`src/rtl/endstop_event_arbiter_pkg.sv`:
```
// Shared definitions for the endstop event arbiter: FSM encoding,
// event counter width and default clear-wait limit.
package endstop_event_arbiter_pkg;

  typedef enum logic [1:0] {
    ST_IDLE     = 2'd0,
    ST_PRESENT  = 2'd1,
    ST_WAIT_CLR = 2'd2
  } state_t;

  localparam int EV_COUNT_W       = 16;
  localparam int WAIT_MAX_DEFAULT = 15;

endpackage

```
`src/rtl/endstop_event_arbiter_if.sv`:
```
// Host-side event port: valid/ready handshake carrying the captured
// channel index, debounced level and position.
interface endstop_event_arbiter_if #(
  parameter int NCH = 4,
  parameter int PW  = 32
);
  localparam int CW = (NCH > 1) ? $clog2(NCH) : 1;

  logic          ev_valid;
  logic          ev_ready;
  logic [CW-1:0] ev_chan;
  logic          ev_level;
  logic [PW-1:0] ev_pos;

  // Arbiter side: produces events, consumes ready.
  modport master (
    output ev_valid, ev_chan, ev_level, ev_pos,
    input  ev_ready
  );

  // Host side: consumes events, produces ready.
  modport slave (
    input  ev_valid, ev_chan, ev_level, ev_pos,
    output ev_ready
  );
endinterface

```
`src/rtl/endstop_event_arbiter_rr_pick.sv`:
```
// Combinational rotating-priority picker: returns the first set request
// bit searching upward from ptr+1, wrapping modulo NCH.
module endstop_event_arbiter_rr_pick #(
  parameter int NCH = 4,
  parameter int CW  = (NCH > 1) ? $clog2(NCH) : 1
) (
  input  logic [NCH-1:0] req,
  input  logic [CW-1:0]  ptr,
  output logic [CW-1:0]  gnt_idx,
  output logic           gnt_any
);

  // Scan the NCH positions after ptr and keep the first requester found.
  always_comb begin
    // NOTE: every output gets a default before the loop, otherwise the
    // no-request path would hold its old value and infer a latch.
    gnt_idx = '0;
    gnt_any = 1'b0;
    for (int k = 1; k <= NCH; k++) begin
      if (!gnt_any && req[(int'(ptr) + k) % NCH]) begin
        gnt_any = 1'b1;
        gnt_idx = CW'((int'(ptr) + k) % NCH);
      end
    end
  end

endmodule

```
`src/rtl/endstop_event_arbiter.sv`:
```
// Shares the host event path between NCH debounce channels: picks a
// pending change round-robin, presents it on a valid/ready port, then
// unlocks the channel and waits for its changed flag to drop.
module endstop_event_arbiter
  import endstop_event_arbiter_pkg::*;
#(
  parameter int NCH      = 4,
  parameter int PW       = 32,
  parameter int WAIT_MAX = WAIT_MAX_DEFAULT
) (
  input  logic                  clk,
  input  logic                  reset,
  input  logic [NCH-1:0]        enable_mask,
  input  logic [NCH-1:0]        ch_changed,
  input  logic [NCH-1:0]        ch_level,
  input  logic [NCH*PW-1:0]     ch_pos,
  output logic [NCH-1:0]        ch_unlock,
  endstop_event_arbiter_if.master ev,
  output logic [EV_COUNT_W-1:0] ev_count,
  output logic [NCH-1:0]        stuck_err,
  output logic                  busy
);

  localparam int CW = (NCH > 1) ? $clog2(NCH) : 1;
  localparam int WW = $clog2(WAIT_MAX + 1);

  state_t                state;
  logic [CW-1:0]         rr_ptr;
  logic [CW-1:0]         grant_q;
  logic [WW-1:0]         wait_cnt;
  logic [WW-1:0]         wait_nxt;
  logic [NCH-1:0]        pending;
  logic [CW-1:0]         pick_idx;
  logic                  pick_any;

  logic                  ev_valid_q;
  logic [CW-1:0]         ev_chan_q;
  logic                  ev_level_q;
  logic [PW-1:0]         ev_pos_q;
  logic [EV_COUNT_W-1:0] ev_count_q;
  logic [NCH-1:0]        ch_unlock_q;
  logic [NCH-1:0]        stuck_q;

  // Stuck channels drop out of arbitration until the next reset.
  assign pending  = ch_changed & enable_mask & ~stuck_q;
  assign wait_nxt = wait_cnt + WW'(1);

  endstop_event_arbiter_rr_pick #(
    .NCH (NCH),
    .CW  (CW)
  ) u_rr_pick (
    .req     (pending),
    .ptr     (rr_ptr),
    .gnt_idx (pick_idx),
    .gnt_any (pick_any)
  );

  // Event sequencer: capture, present until accepted, unlock, wait for clear.
  // NOTE: reset is asynchronous and active-low, so it sits in the
  // sensitivity list and aborts an event mid-flight without any unlock.
  always_ff @(posedge clk or negedge reset) begin
    if (!reset) begin
      state       <= ST_IDLE;
      rr_ptr      <= CW'(NCH - 1);
      grant_q     <= '0;
      wait_cnt    <= '0;
      ev_valid_q  <= 1'b0;
      ev_chan_q   <= '0;
      ev_level_q  <= 1'b0;
      ev_pos_q    <= '0;
      ev_count_q  <= '0;
      ch_unlock_q <= '0;
      stuck_q     <= '0;
    end else begin
      // NOTE: non-blocking assignments keep every register updating from
      // the pre-edge values regardless of statement order.
      case (state)
        ST_IDLE: begin
          ch_unlock_q <= '0;
          if (pick_any) begin
            grant_q    <= pick_idx;
            rr_ptr     <= pick_idx;
            ev_chan_q  <= pick_idx;
            ev_level_q <= ch_level[pick_idx];
            ev_pos_q   <= ch_pos[int'(pick_idx)*PW +: PW];
            ev_valid_q <= 1'b1;
            state      <= ST_PRESENT;
          end
        end
        ST_PRESENT: begin
          if (ev.ev_ready) begin
            ev_valid_q  <= 1'b0;
            ev_count_q  <= ev_count_q + EV_COUNT_W'(1);
            ch_unlock_q <= NCH'(1) << grant_q;
            wait_cnt    <= '0;
            state       <= ST_WAIT_CLR;
          end
        end
        ST_WAIT_CLR: begin
          ch_unlock_q <= '0;
          if (!ch_changed[grant_q]) begin
            state <= ST_IDLE;
          end else begin
            wait_cnt <= wait_nxt;
            if (wait_nxt == WW'(WAIT_MAX)) begin
              stuck_q[grant_q] <= 1'b1;
              state            <= ST_IDLE;
            end
          end
        end
        default: begin
          ch_unlock_q <= '0;
          ev_valid_q  <= 1'b0;
          state       <= ST_IDLE;
        end
      endcase
    end
  end

  assign ev.ev_valid = ev_valid_q;
  assign ev.ev_chan  = ev_chan_q;
  assign ev.ev_level = ev_level_q;
  assign ev.ev_pos   = ev_pos_q;
  assign ev_count    = ev_count_q;
  assign ch_unlock   = ch_unlock_q;
  assign stuck_err   = stuck_q;
  assign busy        = (state != ST_IDLE);

endmodule
```
`src/flat_wrapper.sv`:
```
// flat-port wrapper written by rule: the top's interface ports become plain ports
module endstop_event_arbiter_flat import endstop_event_arbiter_pkg::*;
#(
  parameter int NCH      = 4,
  parameter int PW       = 32,
  parameter int WAIT_MAX = WAIT_MAX_DEFAULT
)
  (clk, reset, enable_mask, ch_changed, ch_level, ch_pos, ch_unlock, ev_count, stuck_err, busy, ev_ev_valid, ev_ev_chan, ev_ev_level, ev_ev_pos, ev_ev_ready);
  endstop_event_arbiter_if #(.NCH(NCH), .PW(PW)) ev_i ();
  input  logic clk;
  input  logic reset;
  input  logic [NCH-1:0] enable_mask;
  input  logic [NCH-1:0] ch_changed;
  input  logic [NCH-1:0] ch_level;
  input  logic [NCH*PW-1:0] ch_pos;
  output logic [NCH-1:0] ch_unlock;
  output logic [EV_COUNT_W-1:0] ev_count;
  output logic [NCH-1:0] stuck_err;
  output logic busy;
  output wire logic [$bits(ev_i.ev_valid)-1:0] ev_ev_valid;
  output wire logic [$bits(ev_i.ev_chan)-1:0] ev_ev_chan;
  output wire logic [$bits(ev_i.ev_level)-1:0] ev_ev_level;
  output wire logic [$bits(ev_i.ev_pos)-1:0] ev_ev_pos;
  input wire logic [$bits(ev_i.ev_ready)-1:0] ev_ev_ready;
  assign ev_ev_valid = ev_i.ev_valid;
  assign ev_ev_chan = ev_i.ev_chan;
  assign ev_ev_level = ev_i.ev_level;
  assign ev_ev_pos = ev_i.ev_pos;
  assign ev_i.ev_ready = ev_ev_ready;
  endstop_event_arbiter #(.NCH(NCH), .PW(PW), .WAIT_MAX(WAIT_MAX)) u_core (.clk(clk), .reset(reset), .enable_mask(enable_mask), .ch_changed(ch_changed), .ch_level(ch_level), .ch_pos(ch_pos), .ch_unlock(ch_unlock), .ev(ev_i), .ev_count(ev_count), .stuck_err(stuck_err), .busy(busy));
endmodule
```
`config.mk`:
```
export PLATFORM = sky130hd
export DESIGN_NAME = endstop_event_arbiter_flat
export DESIGN_NICKNAME = d
export VERILOG_FILES = /design/src/rtl/endstop_event_arbiter_pkg.sv /design/src/rtl/endstop_event_arbiter_if.sv /design/src/rtl/endstop_event_arbiter_rr_pick.sv /design/src/rtl/endstop_event_arbiter.sv /design/src/flat_wrapper.sv
export SDC_FILE = /design/constraint.sdc
export NUM_CORES = 1
export LEC_CHECK = 0
export ABC_AREA = 1
export CAP_MARGIN = 25
export CORE_MARGIN = 1.5
export CORE_UTILIZATION = 30
export CTS_BUF_LIST = sky130_fd_sc_hd__clkbuf_2 sky130_fd_sc_hd__clkbuf_4 sky130_fd_sc_hd__clkbuf_8
export CTS_CLUSTER_SIZE = 12
export DETAILED_ROUTE_END_ITERATION = 7
export PLACE_DENSITY = 0.67
export SYNTH_ARGS = -nofsm -noshare
export SYNTH_HDL_FRONTEND = slang
export SYNTH_SLANG_ARGS = --single-unit
```
`constraint.sdc`:
```
create_clock -name clk -period 2.4 [get_ports clk]
set_input_delay 0.48 -clock clk [delete_from_list [all_inputs] [get_ports clk]]
set_output_delay 0.48 -clock clk [all_outputs]
set_load 0.005 [all_outputs]
```
### After elaboration in Yosys (flattened, before gate mapping)

Index checks and enable logic that the tools add are counted.

* register bits after elaboration: 68
* output and inout port bits: 61

* $add $sub $neg: 6
* $lt $le $gt $ge: 7
* eq/ne operators: 7
* shifts and indexed selects: 2
* muxes and demuxes: 39
* bitwise operators: 9
* reductions and logical operators: 20

Operators with widths (count)
* 128-bit by 8-bit indexed part select with 32-bit output: 1
* 1-bit two-way mux: 17
* 16-bit by 1-bit adder with 16-bit output (second input constant): 1
* 3-bit by 4-bit less-than comparator with 1-bit output (second input constant): 4
* 2-bit two-way mux: 8
* 4-bit two-way mux: 4
* 1-bit binary-select mux with 2-bit select: 6
* 3-bit AND reduction: 4
* 4-bit AND: 2
* 4-bit one-hot mux with 2 select lines: 1
* 2-bit OR reduction: 4
* 2-bit by 3-bit less-than comparator with 1-bit output (second input constant): 2
* 2-bit one-hot mux with 3 select lines: 1
* 2-bit by 1-bit adder with 2-bit output (second input constant): 2
* 2-bit adder (second input constant): 2
* 4-bit by 1-bit adder with 4-bit output (second input constant): 1
* 1-bit AND (first input constant): 4
* 4-bit equality test (second input constant): 1
* 1-bit logical AND: 4
* 2-bit by 1-bit inequality test with 1-bit output (second input constant): 2
* 4-bit NOT: 1
* 4-bit OR: 1
* 2-bit AND reduction: 2
* 2-bit nonzero test: 2
* other kinds (11): 13

### Longest topological paths before layout

* depth after elaboration: 18
* mapped depth: 16

### Hierarchy

Synthesis repeated with hierarchy kept, for this count alone.

* cells, all modules: 610
* area, all modules: 4284.1 um^2

By module, submodules not included
* endstop_event_arbiter: instances 1, cells each 558, area each 4012.6 um^2, seq. area each 1704.1 um^2
* endstop_event_arbiter_rr_pick: instances 1, cells each 52, area each 271.5 um^2, seq. area each 0.0 um^2

### Worst setup path before layout

No wires, ideal clock.

* path kind: flip-flop to flip-flop
* from: register u_core.rr_ptr[0]
* to: register u_core.ev_level_q (netlist: u_core.ev.ev_level)
* setup time: 117 ps
* arrival time: 1799 ps
* data required time: 2283 ps
* slack: 483 ps
* cell stages (with the launch flop): 15
* buffers on the path: 3
* clock period less this slack: 1917 ps
* cells stage by stage: dfstp_2 buf_6 nand4_2 nand3_1 nand2_1 nand2_1 nand2_1 nand2_2 nand3_2 buf_6 buf_4 nand2_1 nand3_1 nand3_1 nand2_1

* cells in the longest elaborated chain, start to end: 16
* elaborated cells between the ends (all ways): 33
* classes of those cells: add/sub: 4; mux: 22; reduce/logical: 7

RTL lines
* from (decl): RTL line endstop_event_arbiter.sv:28 `logic [CW-1:0] rr_ptr;`
* from (signal assigned): RTL line endstop_event_arbiter.sv:64 `rr_ptr <= CW'(NCH - 1);`
* from (signal assigned): RTL line endstop_event_arbiter.sv:82 `rr_ptr <= pick_idx;`
* 2-bit by 1-bit adder with 2-bit output: RTL line endstop_event_arbiter_rr_pick.sv:20, endstop_event_arbiter_rr_pick.sv:22
* 1-bit binary-select mux with 2-bit select: RTL line endstop_event_arbiter_rr_pick.sv:20 `if (!gnt_any && req[(int'(ptr) + k) % NCH]) begin`
* 1-bit two-way mux (implied by the code) (2 in a row): RTL line endstop_event_arbiter_rr_pick.sv:20
* 1-bit two-way mux: RTL line endstop_event_arbiter_rr_pick.sv:20
* 1-bit zero test: RTL line endstop_event_arbiter_rr_pick.sv:20
* 1-bit logical AND: RTL line endstop_event_arbiter_rr_pick.sv:20
* 1-bit two-way mux: RTL line endstop_event_arbiter_rr_pick.sv:20
* 1-bit zero test: RTL line endstop_event_arbiter_rr_pick.sv:20
* 1-bit logical AND: RTL line endstop_event_arbiter_rr_pick.sv:20
* 1-bit two-way mux: RTL line endstop_event_arbiter_rr_pick.sv:20
* 1-bit zero test: RTL line endstop_event_arbiter_rr_pick.sv:20
* 1-bit logical AND: RTL line endstop_event_arbiter_rr_pick.sv:20
* 2-bit two-way mux: RTL line endstop_event_arbiter_rr_pick.sv:20
* 1-bit binary-select mux with 2-bit select: RTL line endstop_event_arbiter.sv:84 `ev_level_q <= ch_level[pick_idx];`
* 1-bit two-way mux (implied by the code): RTL line endstop_event_arbiter.sv:84
* to (signal assigned): RTL line endstop_event_arbiter.sv:84
* to (decl): RTL line endstop_event_arbiter.sv:38 `logic ev_level_q;`

Parallel ways exist; a longest one is shown, timed or not. The select of a mux whose other input is x is not followed.
A chain may end at the register's enable or synchronous reset.

### Final worst setup path

* from: register u_core.rr_ptr[0]
* to: register u_core.rr_ptr[0]

* cells in the longest elaborated chain, start to end: 15
* elaborated cells between the ends (all ways): 31
* classes of those cells: add/sub: 4; mux: 20; reduce/logical: 7

RTL lines (RTL line)
* 2-bit by 1-bit adder with 2-bit output: endstop_event_arbiter_rr_pick.sv:20, endstop_event_arbiter_rr_pick.sv:22
* 1-bit binary-select mux with 2-bit select: endstop_event_arbiter_rr_pick.sv:20
* 1-bit two-way mux (implied by the code) (2 in a row): endstop_event_arbiter_rr_pick.sv:20
* 1-bit two-way mux: endstop_event_arbiter_rr_pick.sv:20
* 1-bit zero test: endstop_event_arbiter_rr_pick.sv:20
* 1-bit logical AND: endstop_event_arbiter_rr_pick.sv:20
* 1-bit two-way mux: endstop_event_arbiter_rr_pick.sv:20
* 1-bit zero test: endstop_event_arbiter_rr_pick.sv:20
* 1-bit logical AND: endstop_event_arbiter_rr_pick.sv:20
* 1-bit two-way mux: endstop_event_arbiter_rr_pick.sv:20
* 1-bit zero test: endstop_event_arbiter_rr_pick.sv:20
* 1-bit logical AND: endstop_event_arbiter_rr_pick.sv:20
* 1-bit two-way mux: endstop_event_arbiter_rr_pick.sv:20
* 2-bit AND reduction (no line)

Parallel ways exist; a longest one is shown, timed or not. The select of a mux whose other input is x is not followed.

==> results.sh <==
export IMPL_status="finished clean"
export IMPL_timing_fmax_ghz=0.455
export IMPL_numCtsBuffers=9
export IMPL_layout_drive_gt1_share=0.103
export IMPL_synth_fa_ha_area_frac=0.00866
export IMPL_die_area_um2=15200
export IMPL_post_drt_wl_per_cell_um=15.1
export IMPL_max_slew_margin=0.673
export IMPL_h_tree_depth=3
export IMPL_core_area_um2=14000
export IMPL_vias_per_cell=5.01
export IMPL_worstSkewPairLatency_ps=340
export IMPL_syn_inst=586
export IMPL_grt_max_degree=50
export IMPL_placement_rows=43
export IMPL_synth_seq_area_share=0.393
export IMPL_num_vias=4945
export IMPL_ys_types=33
export IMPL_root_buffer="clkbuf_8"
export IMPL_final_seq_area_um2=1700
export IMPL_io_buffers=203
export IMPL_maxSlewViolCount=0
export IMPL_min_period_ps=2200
export IMPL_r2r_start="u_core.rr_ptr[0]"
export IMPL_synth_edff_count=0
export IMPL_crit_type="reg2reg"
export IMPL_yosysWarningCount=0
export IMPL_setup_viol=0
export IMPL_antenna_found_initial=0
export IMPL_timing_final_crit_share=0.915
export IMPL_cp_required_ps=2670
export IMPL_avgSynthCellArea_um2=7.40
export IMPL_grt_pass1_vias=4646
export IMPL_synth_ff_type="dfrtp_1"
export IMPL_async_flop_share=1.00
export IMPL_die_w_um=123
export IMPL_synth_top_area_frac=0.381
export IMPL_synth_simple_area_share=0.458
export IMPL_start_kind="register"
export IMPL_drv_cap=0
export IMPL_wl_um=14900
export IMPL_grt_ovfl_total=0
export IMPL_worst_r2r_path_depth=12
export IMPL_synth_fp_nets=732
export IMPL_synth_top_family_by_area="simple AND/OR/NAND/NOR gates"
export IMPL_fillers=1370
export IMPL_crit_arrival_ps=2460
export IMPL_drt_pre_antenna_iters=5
export IMPL_final_cell_mix="202 x clkdlybuf4s50_1, 181 x nand2_1, 128 x nand3_1"
export IMPL_synth_xor_area_frac=0.0323
export IMPL_final_common_cell="clkdlybuf4s50_1"
export IMPL_clock_skew_ps=11.4
export IMPL_p_per_area_nw_per_um2=329
export IMPL_synth_area_um2=4330
export IMPL_hold_class="in2async"
export IMPL_route_detailed_drc=0
export IMPL_cts_sinks=68
export IMPL_multi_input_area_um2=2280
export IMPL_rsz0062_at_grt="false"
export IMPL_critPathMaxFanout=28
export IMPL_hold_viol_final=0
export IMPL_synth_mux_area_frac=0
export IMPL_yosysTopAreaCell="dfrtp_1"
export IMPL_finalNetCount=947
export IMPL_grt_usage=0.201
export IMPL_peakVddDrop_v=0.000205
export IMPL_ys_ff_latch=68
export IMPL_start_util=0.310
export IMPL_die_h_um=123
export IMPL_place_ws_ps=-92.9
export IMPL_synth_compound_area_frac=0.0248
export IMPL_boundaryPins=204
export IMPL_endpoint_kind="register"
export IMPL_syn_to_final_growth_pct=61.7
export IMPL_cts_tree="built"
export IMPL_r2r_end="u_core.rr_ptr[0]"
export IMPL_worstMarginPinSlew_ps=491
export IMPL_leakage_nw=3.23
export IMPL_synth_area_leaders="dfrtp_1 38%, nand2_1 16%, nand3_1 15%"
export IMPL_clockBufferDepth=2
export IMPL_grt_pass1_wl_um=23700
export IMPL_fin_hold_ws_ps=98.9
export IMPL_r2r_slack_ps=200
export IMPL_path_clk_slew_ps=80
export IMPL_drt_iter0_drc=304
export IMPL_layout_setup_ws_ps=204
export IMPL_gp_congestion=0.868
export IMPL_detailed_place_hpwl_um=11400
export IMPL_antenna_left=0
layout make-up:
class	instances	share of cell area
Timing Repair Buffer	246	0.360
Antenna cell	1	0.000357
Clock buffer	12	0.0209
Inverter	25	0.0145
Clock inverter	4	0.00375
Multi-Input combinational cell	451	0.325
Sequential cell	68	0.243
Tap cell	180	0.0321
worst max-delay path by stage:
stage / from / to / cells after the start
CTS: u_core.rr_ptr[0] / u_core.ev.ev_pos[8] / 11
finish: u_core.rr_ptr[0] / u_core.rr_ptr[0] / 12
floorplan: u_core.rr_ptr[0] / u_core.ev.ev_level / 14
detailed placement: ch_changed[1] / u_core.ev.ev_pos[8] / 15
global route: u_core.rr_ptr[0] / u_core.ev.ev_pos[27] / 14
global placement: ch_changed[2] / u_core.ev.ev_pos[8] / 13
timing repair:
action                     CTS  global route
hold buffers                 0             0
setup endpoints to repair    0             4
buffers inserted             0             4
gates resized for setup      0             2
power breakdown:
group | internal, mW | switching [mW]
combinational | 0.229 | 0.0896
sequential | 1.15 | 0
clock | 0.409 | 0.434
through the flow:
step	TNS (ps)	instances	total power, mW	utilization	cell area, um2
final	0	987	2.31	0.501	7010
after detailed placement	-1830	966	1.49	0.486	6800
after global routing	0	986	2.42	0.501	7010
after CTS	0	982	2.35	0.498	6970
after floorplan	0	586	1.21	-	4330
after global placement	-613	966	1.49	0.486	6800
sequential cells by signal, summed over array words and instances (netlist names):
name and flops:
u_core.ev_count 16, u_core.ev.ev_level 1, u_core.ev.ev_pos 32, u_core.rr_ptr 2
u_core.ch_unlock 4, u_core.wait_cnt 4, u_core.grant_q 2, u_core.ev.ev_valid 1
u_core.state 2, u_core.stuck_err 4
synth_stat cells (7+ instances only):
library cell	instances
clkbuf_1	12
nand2_1	181
nor2_1	10
buf_4	7
inv_1	20
xor2_1	9
nand3_1	128
nand4_1	73
xnor2_1	7
dfrtp_1	66
buf_2	16
buf_6	7
o21ai_0	17
critical path: stages, from the launching register on:
cell and delay, ps:
dfstp_2 580, clkbuf_2 180, nand4_2 120, buf_4 150, nand3_1 70, nand2_1 100, nand4_4 140, buf_12 190
nand2_2 100, inv_2 120, buf_12 170, nand3_1 100, o21ai_0 90
cell families after synthesis:
| kind of cell | count (synthesis) |
|---|---|
| simple gates | 412 |
| compound gates | 20 |
| flops | 68 |
| xor+xnor | 16 |
| fa+ha+maj | 3 |
| buf+inv | 67 |
layer usage:
metal  part of all wire  track usage  routed length, um
met1               0.42        0.256               6240
met2               0.48        0.332               7110
met3              0.092       0.0627               1370
met4              0.012       0.0474                180
met5                  0            0                  0
Power figures use the tool's default switching activity.
